### src/rtl/nds_hs_pkg.sv
// rtl/nds_hs_pkg.sv - shared state encoding and defaults for the 4-phase request sender
package nds_hs_pkg;

  localparam int DATA_WIDTH_DEF = 32;

  localparam logic [1:0] IDLE    = 2'd0;
  localparam logic [1:0] REQ     = 2'd1;
  localparam logic [1:0] RELEASE = 2'd2;

  typedef enum logic [1:0] {
    S_IDLE    = IDLE,
    S_REQ     = REQ,
    S_RELEASE = RELEASE
  } hs_state_e;

endpackage

### src/rtl/nds_hs_ack_sync.sv
// rtl/nds_hs_ack_sync.sv - multi-flop synchronizer for the receiver acknowledge level
module nds_hs_ack_sync #(
  parameter int SYNC_STAGES = 2
) (
  input  logic b_clk,
  input  logic b_reset_n,
  input  logic a_ack,
  output logic b_ack_s
);

  logic [SYNC_STAGES-1:0] r_sync;

  // Shift chain resets to 1 so the sender treats the receiver as busy until a low ack is seen
  always_ff @(posedge b_clk or negedge b_reset_n) begin
    if (!b_reset_n) begin
      r_sync <= '1;
    end else begin
      r_sync <= {r_sync[SYNC_STAGES-2:0], a_ack};
    end
  end

  assign b_ack_s = r_sync[SYNC_STAGES-1];

endmodule

### src/rtl/nds_hs_req_send.sv
// rtl/nds_hs_req_send.sv - sender side of a 4-phase req/ack crossing with one-entry pending buffer
module nds_hs_req_send
  import nds_hs_pkg::*;
#(
  parameter int DATA_WIDTH  = DATA_WIDTH_DEF,
  parameter int SYNC_STAGES = 2
) (
  input  logic                  b_clk,
  input  logic                  b_reset_n,
  input  logic                  b_send,
  input  logic [DATA_WIDTH-1:0] b_data_in,
  output logic                  b_ready,
  output logic                  b_busy,
  output logic                  b_done,
  output logic                  b_overflow,
  input  logic                  b_overflow_clr,
  output logic                  a_req,
  output logic [DATA_WIDTH-1:0] a_data,
  input  logic                  a_ack
);

  hs_state_e             r_state;
  hs_state_e             w_state_nxt;
  logic                  r_pend_valid;
  logic [DATA_WIDTH-1:0] r_pend_data;
  logic [DATA_WIDTH-1:0] r_a_data;
  logic                  r_a_req;
  logic                  r_done;
  logic                  r_overflow;

  logic                  w_ack_s;
  logic                  w_ready;
  logic                  w_accept;
  logic                  w_drop;
  logic                  w_load_new;
  logic                  w_load_pend;
  logic                  w_fill_pend;
  logic                  w_done_nxt;

  nds_hs_ack_sync #(
    .SYNC_STAGES (SYNC_STAGES)
  ) u_ack_sync (
    .b_clk     (b_clk),
    .b_reset_n (b_reset_n),
    .a_ack     (a_ack),
    .b_ack_s   (w_ack_s)
  );

  // Ready depends only on registered state, so a_ack never reaches an output combinationally
  assign w_ready  = !r_pend_valid && !(r_state == S_IDLE && w_ack_s);
  assign w_accept = b_send && w_ready;
  assign w_drop   = b_send && !w_ready;

  // State register
  always_ff @(posedge b_clk or negedge b_reset_n) begin
    if (!b_reset_n) begin
      r_state <= S_IDLE;
    end else begin
      r_state <= w_state_nxt;
    end
  end

  // Next-state and datapath controls; a pending entry left in IDLE launches as soon as ack is low
  always_comb begin
    w_state_nxt = r_state;
    w_load_new  = 1'b0;
    w_load_pend = 1'b0;
    w_fill_pend = 1'b0;
    w_done_nxt  = 1'b0;
    case (r_state)
      S_IDLE: begin
        if (r_pend_valid && !w_ack_s) begin
          w_state_nxt = S_REQ;
          w_load_pend = 1'b1;
        end else if (w_accept) begin
          w_state_nxt = S_REQ;
          w_load_new  = 1'b1;
        end
      end
      S_REQ: begin
        w_fill_pend = w_accept;
        if (w_ack_s) begin
          w_state_nxt = S_RELEASE;
        end
      end
      S_RELEASE: begin
        w_fill_pend = w_accept;
        if (!w_ack_s) begin
          w_done_nxt = 1'b1;
          if (r_pend_valid) begin
            w_state_nxt = S_REQ;
            w_load_pend = 1'b1;
          end else begin
            w_state_nxt = S_IDLE;
          end
        end
      end
      default: begin
        w_state_nxt = S_IDLE;
      end
    endcase
  end

  // Payload and pending buffer; a_data only moves on an edge that enters REQ
  always_ff @(posedge b_clk or negedge b_reset_n) begin
    if (!b_reset_n) begin
      r_a_data     <= '0;
      r_pend_data  <= '0;
      r_pend_valid <= 1'b0;
    end else begin
      if (w_load_new) begin
        r_a_data <= b_data_in;
      end else if (w_load_pend) begin
        r_a_data <= r_pend_data;
      end
      if (w_fill_pend) begin
        r_pend_data  <= b_data_in;
        r_pend_valid <= 1'b1;
      end else if (w_load_pend) begin
        r_pend_valid <= 1'b0;
      end
    end
  end

  // Registered request level and completion pulse
  always_ff @(posedge b_clk or negedge b_reset_n) begin
    if (!b_reset_n) begin
      r_a_req <= 1'b0;
      r_done  <= 1'b0;
    end else begin
      r_a_req <= (w_state_nxt == S_REQ);
      r_done  <= w_done_nxt;
    end
  end

  // Sticky drop flag; a drop in the same cycle as a clear keeps the flag set
  always_ff @(posedge b_clk or negedge b_reset_n) begin
    if (!b_reset_n) begin
      r_overflow <= 1'b0;
    end else if (w_drop) begin
      r_overflow <= 1'b1;
    end else if (b_overflow_clr) begin
      r_overflow <= 1'b0;
    end
  end

  assign b_ready    = w_ready;
  assign b_busy     = (r_state != S_IDLE);
  assign b_done     = r_done;
  assign b_overflow = r_overflow;
  assign a_req      = r_a_req;
  assign a_data     = r_a_data;

endmodule

### config.mk
export PLATFORM = sky130hd
export DESIGN_NAME = nds_hs_req_send
export DESIGN_NICKNAME = d
export VERILOG_FILES = /design/src/rtl/nds_hs_pkg.sv /design/src/rtl/nds_hs_ack_sync.sv /design/src/rtl/nds_hs_req_send.sv
export SDC_FILE = /design/constraint.sdc
export NUM_CORES = 1
export LEC_CHECK = 0
export BUFFER_PORTS_ARGS = -buffer_cell sky130_fd_sc_hd__buf_2
export CAP_MARGIN = 20
export CORE_ASPECT_RATIO = 0.8
export CORE_MARGIN = 2
export CORE_UTILIZATION = 45
export CTS_CLUSTER_DIAMETER = 100
export CTS_CLUSTER_SIZE = 12
export DETAILED_ROUTE_END_ITERATION = 10
export PLACE_DENSITY = 0.69
export SYNTH_ARGS = -nofsm -noshare
export SYNTH_HDL_FRONTEND = slang
export SYNTH_SLANG_ARGS = --single-unit
export TNS_END_PERCENT = 1
### constraint.sdc
create_clock -name b_clk -period 2.35 [get_ports b_clk]
set_input_delay 0.1175 -clock b_clk [delete_from_list [all_inputs] [get_ports b_clk]]
set_output_delay 0.1175 -clock b_clk [all_outputs]
set_load 0.01 [all_outputs]
==> flow_metrics.py <==
metrics = {
    "cts": {
        "insertion_delay_ns": 0.34,
        "cts-buffers-inserted": 9,
        "clkSlewWorstSetupHoldPaths_ns": 0.08,
        "cts_tree": "done",
        "clock_path_buffers": 2,
        "clockRootBuffer": "clkbuf_8",
        "cts_num_sinks": 72,
        "post_cts_buffers": 0,
        "cts.htree.levels": 3,
    },
    "finish": {
        "design_area_sq_mm": 0.00374,
        "final.fill_count": 537,
        "postLayoutCoreUtil_pct": 58.3,
        "post_layout_nonfiller_instances": 386,
        "final_antenna_diode_count": 0,
        "syn_to_final_growth_pct": 24.5,
        "share_of_cells_above_drive_strength_1_pct": 43.4,
        "regArea_sq_mm": 0.00180,
        "final_nets": 338,
        "multi_input_comb_area_sq_mm": 0.00110,
    },
    "power": {
        "power-per-cell-area_mw_per_mm2": 1340,
        "sw_frac_of_total_pct": 32.6,
        "post-layout-total-power_mw": 5.02,
        "worst_ir_drop_vdd_v": 0.000617,
        "p_clk_share_pct": 20.0,
        "share_comb_of_total_power_pct": 36.8,
        "static-leakage-power_nw": 1.78,
        "power_frac_seq_pct": 43.2,
        "internal-power_mw": 3.38,
        "net-switching-power_mw": 1.64,
    },
    "logic_synthesis": {
        "synth_largest_area_cell": "dfrtp_1",
        "post_synth_most_frequent_cells": "dfrtp_1 (70), a221o_1 (32), and2_1 (32), mux2_2 (32), buf_2 (7)",
        "count_of_flip_flops_with_a_built_in_enable_after_synthesis": 0,
        "netlist_area_sq_mm": 0.00300,
        "synthesis.yosys.warnings": 0,
        "synth-async-reset-ratio_pct": 100,
        "ys_seq_area_share_pct": 60.1,
        "post_synth_top_area_share_pct": 58.3,
        "synth-seq-cells": 72,
        "synth_top_flop_cell": "dfrtp_1",
        "synth.top_cells.by_area": "dfrtp_1 (58%), mux2_2 (12%), a221o_1 (11%), and2_1 (6.7%), dfstp_2 (1.8%)",
        "postSynthAreaPerCell_sq_um": 14.1,
        "post-synth-top-count-cell": "dfrtp_1",
        "yosysUniqueCellTypes": 26,
        "mapped_cells": 213,
        "synth.net_count": 254,
    },
    "timing": {
        "post-route-period-util_pct": 92.8,
        "finalHoldViolCount": 0,
        "worst_clk_skew_ns": 0.00838,
        "hold_ws_ns": 0.0197,
        "fmaxAchievable_mhz": 459,
        "transition_time_at_the_pin_with_the_least_slew_margin_ns": 0.946,
        "period_minus_slack_ns": 2.18,
        "grt_setup_unrepaired": "false",
        "maxSlewViolCount": 0,
        "timing.max_slew.rel_slack_pct": 36.8,
        "timing.setup.tns_ns": 0,
        "final_setup_slack_of_the_worst_path_ns": 0.170,
        "setup_viol_count_final": 0,
    },
    "floorplanning": {
        "row_count": 26,
        "die_x_um": 95.3,
        "die_height_um": 77.1,
        "core_region_area_sq_mm": 0.00641,
        "boundaryPins": 74,
        "floorplan.initialDensity_pct": 46.9,
        "dieArea_sq_mm": 0.00735,
    },
    "worst_setup_path": {
        "cp-end-kind": "flop",
        "path_max_fanout": 32,
        "timing.critical_path.arrival_ns": 2.46,
        "critPathLaunchType": "flop",
        "crit_type": "flop to flop",
        "critical_path.max_stage_delay_ns": 0.75,
        "r2r_slack_ns": 0.17,
        "critical_path_required_time_ns": 2.63,
        "path_cells": "inv_1 -> ha_1 -> or2_4 -> a21oi_4 -> a221o_1",
        "cp_bufs_invs": 1,
        "cp_top_family": "compound AO/OA/AOI/OAI gates",
        "critPathSlowestCell": "a21oi_4",
    },
    "grt": {
        "number_of_antenna_violations_at_the_first_check_in_global_routing": 0,
        "globalRoute.totalOverflow": 0,
        "groute.usage.overall_pct": 18.0,
        "grt_pass1_wl_um": 10000,
        "first_global_vias": 2001,
        "maximum_number_of_pins_on_one_net_before_global_route_repair": 73,
    },
    "routing": {
        "drt-vias-per-instance": 5.30,
        "post_drt_wl_per_cell_um": 15.5,
        "detailedRoute.firstIterationViolations": 102,
        "dr.pass1.iters": 4,
        "finalWirelength_um": 5990,
        "vias": 2046,
        "final_routed_drc_violation_total": 0,
        "antenna_violating_nets_post_route": 0,
    },
    "min_path": {
        "holdCritPathClass": "input port to flop",
    },
    "run": {
        "maxCapViolations": 0,
    },
    "place": {
        "placedCellCount": 359,
        "io_buffers": 73,
        "post_dp_cell_area_sq_mm": 0.00342,
        "gpl.final_weighted_congestion": 0.800,
        "place_hpwl_um": 3670,
        "detailedPlace.worstSlack_ns": 0.162,
    },
    "outcome": {
        "outcome": "finished clean",
    },
}
[flip-flops by register name, indices dropped and copies added, names as in the netlist]
name and cells:
r_pend_valid 1, a_req 1, b_done 1, u_ack_sync.r_sync 2, r_pend_data 32, r_state 2, b_overflow 1, a_data 32
[area by class of cell]
| type | count | area share (%) |
|---|---|---|
| Clock buffer | 12 | 4.15 |
| Clock inverter | 4 | 1.37 |
| Inverter | 6 | 0.602 |
| Multi-Input combinational cell | 121 | 29.4 |
| Sequential cell | 72 | 48.3 |
| Tap cell | 84 | 2.81 |
| Timing Repair Buffer | 87 | 13.4 |
[cells in the final DEF, fill, tap and decap left out, drive strengths merged]
cell type and count:
a2111oi 1, a211oi 2, a21o 1, a21oi 4, a221o 32, a311oi 1
and2 33, and4bb 1, buf 76, bufinv 1, clkbuf 12, clkinv 1
clkinvlp 1, dfrtp 70, dfstp 2, dlygate4sd3 11, ha 4, inv 7
mux2 32, nand2 1, nand3b 1, nor2b 2, o21a 1, o21ai 2
o22ai 1, or2 1, or3b 1
[layer usage]
metal	wire length (um)	global-route usage [%]
met1	2900	25.5
met2	2640	25.6
met3	386	6.39
met4	67	5.94
met5	0	0
[repair_timing]
item | 4_1_cts | 5_1_grt
resized for setup | 0 | 0
hold buffers | 9 | 2
hold endpoints to repair | 78 | 2
[cells by family after synthesis]
logic type / Yosys count / share of synthesized area (%)
flip-flops: 72 / 60.1
AND/OR/NAND/NOR: 40 / 8.75
adder cells (fa/ha/maj): 4 / 1.67
AO/OA/AOI/OAI: 45 / 13.7
buffers and inverters: 20 / 3.79
multiplexers: 32 / 12.0
[power groups by stage]
stage	clock, mW	sequential, mW	combinational, mW
3_3_place_gp	0	2.16	1.82
3_5_place_dp	0	2.18	1.86
2_1_floorplan	0	2.24	1.21
5_1_grt	1.09	2.24	2.05
4_1_cts	1.03	2.17	1.87
6_report	1.00	2.17	1.85
[worst paths after layout]
path | from | to | cells after the start
worst max-delay path | r_state[0]$_DFF_PN0_ | a_data[13]$_DFFE_PN0P_ | 5
worst min-delay path | b_data_in[30] | r_pend_data[30]$_DFFE_PN0P_ | 2
worst max register to register | r_state[0]$_DFF_PN0_ | a_data[13]$_DFFE_PN0P_ | 5
worst min register to register | u_ack_sync.r_sync[0]$_DFF_PN1_ | u_ack_sync.r_sync[1]$_DFF_PN1_ | 0
max in group asynchronous | b_reset_n | r_pend_data[23]$_DFFE_PN0P_ | 2
min in group asynchronous | b_reset_n | a_data[10]$_DFFE_PN0P_ | 2
Note: power is estimated with default switching activity, not from simulation.
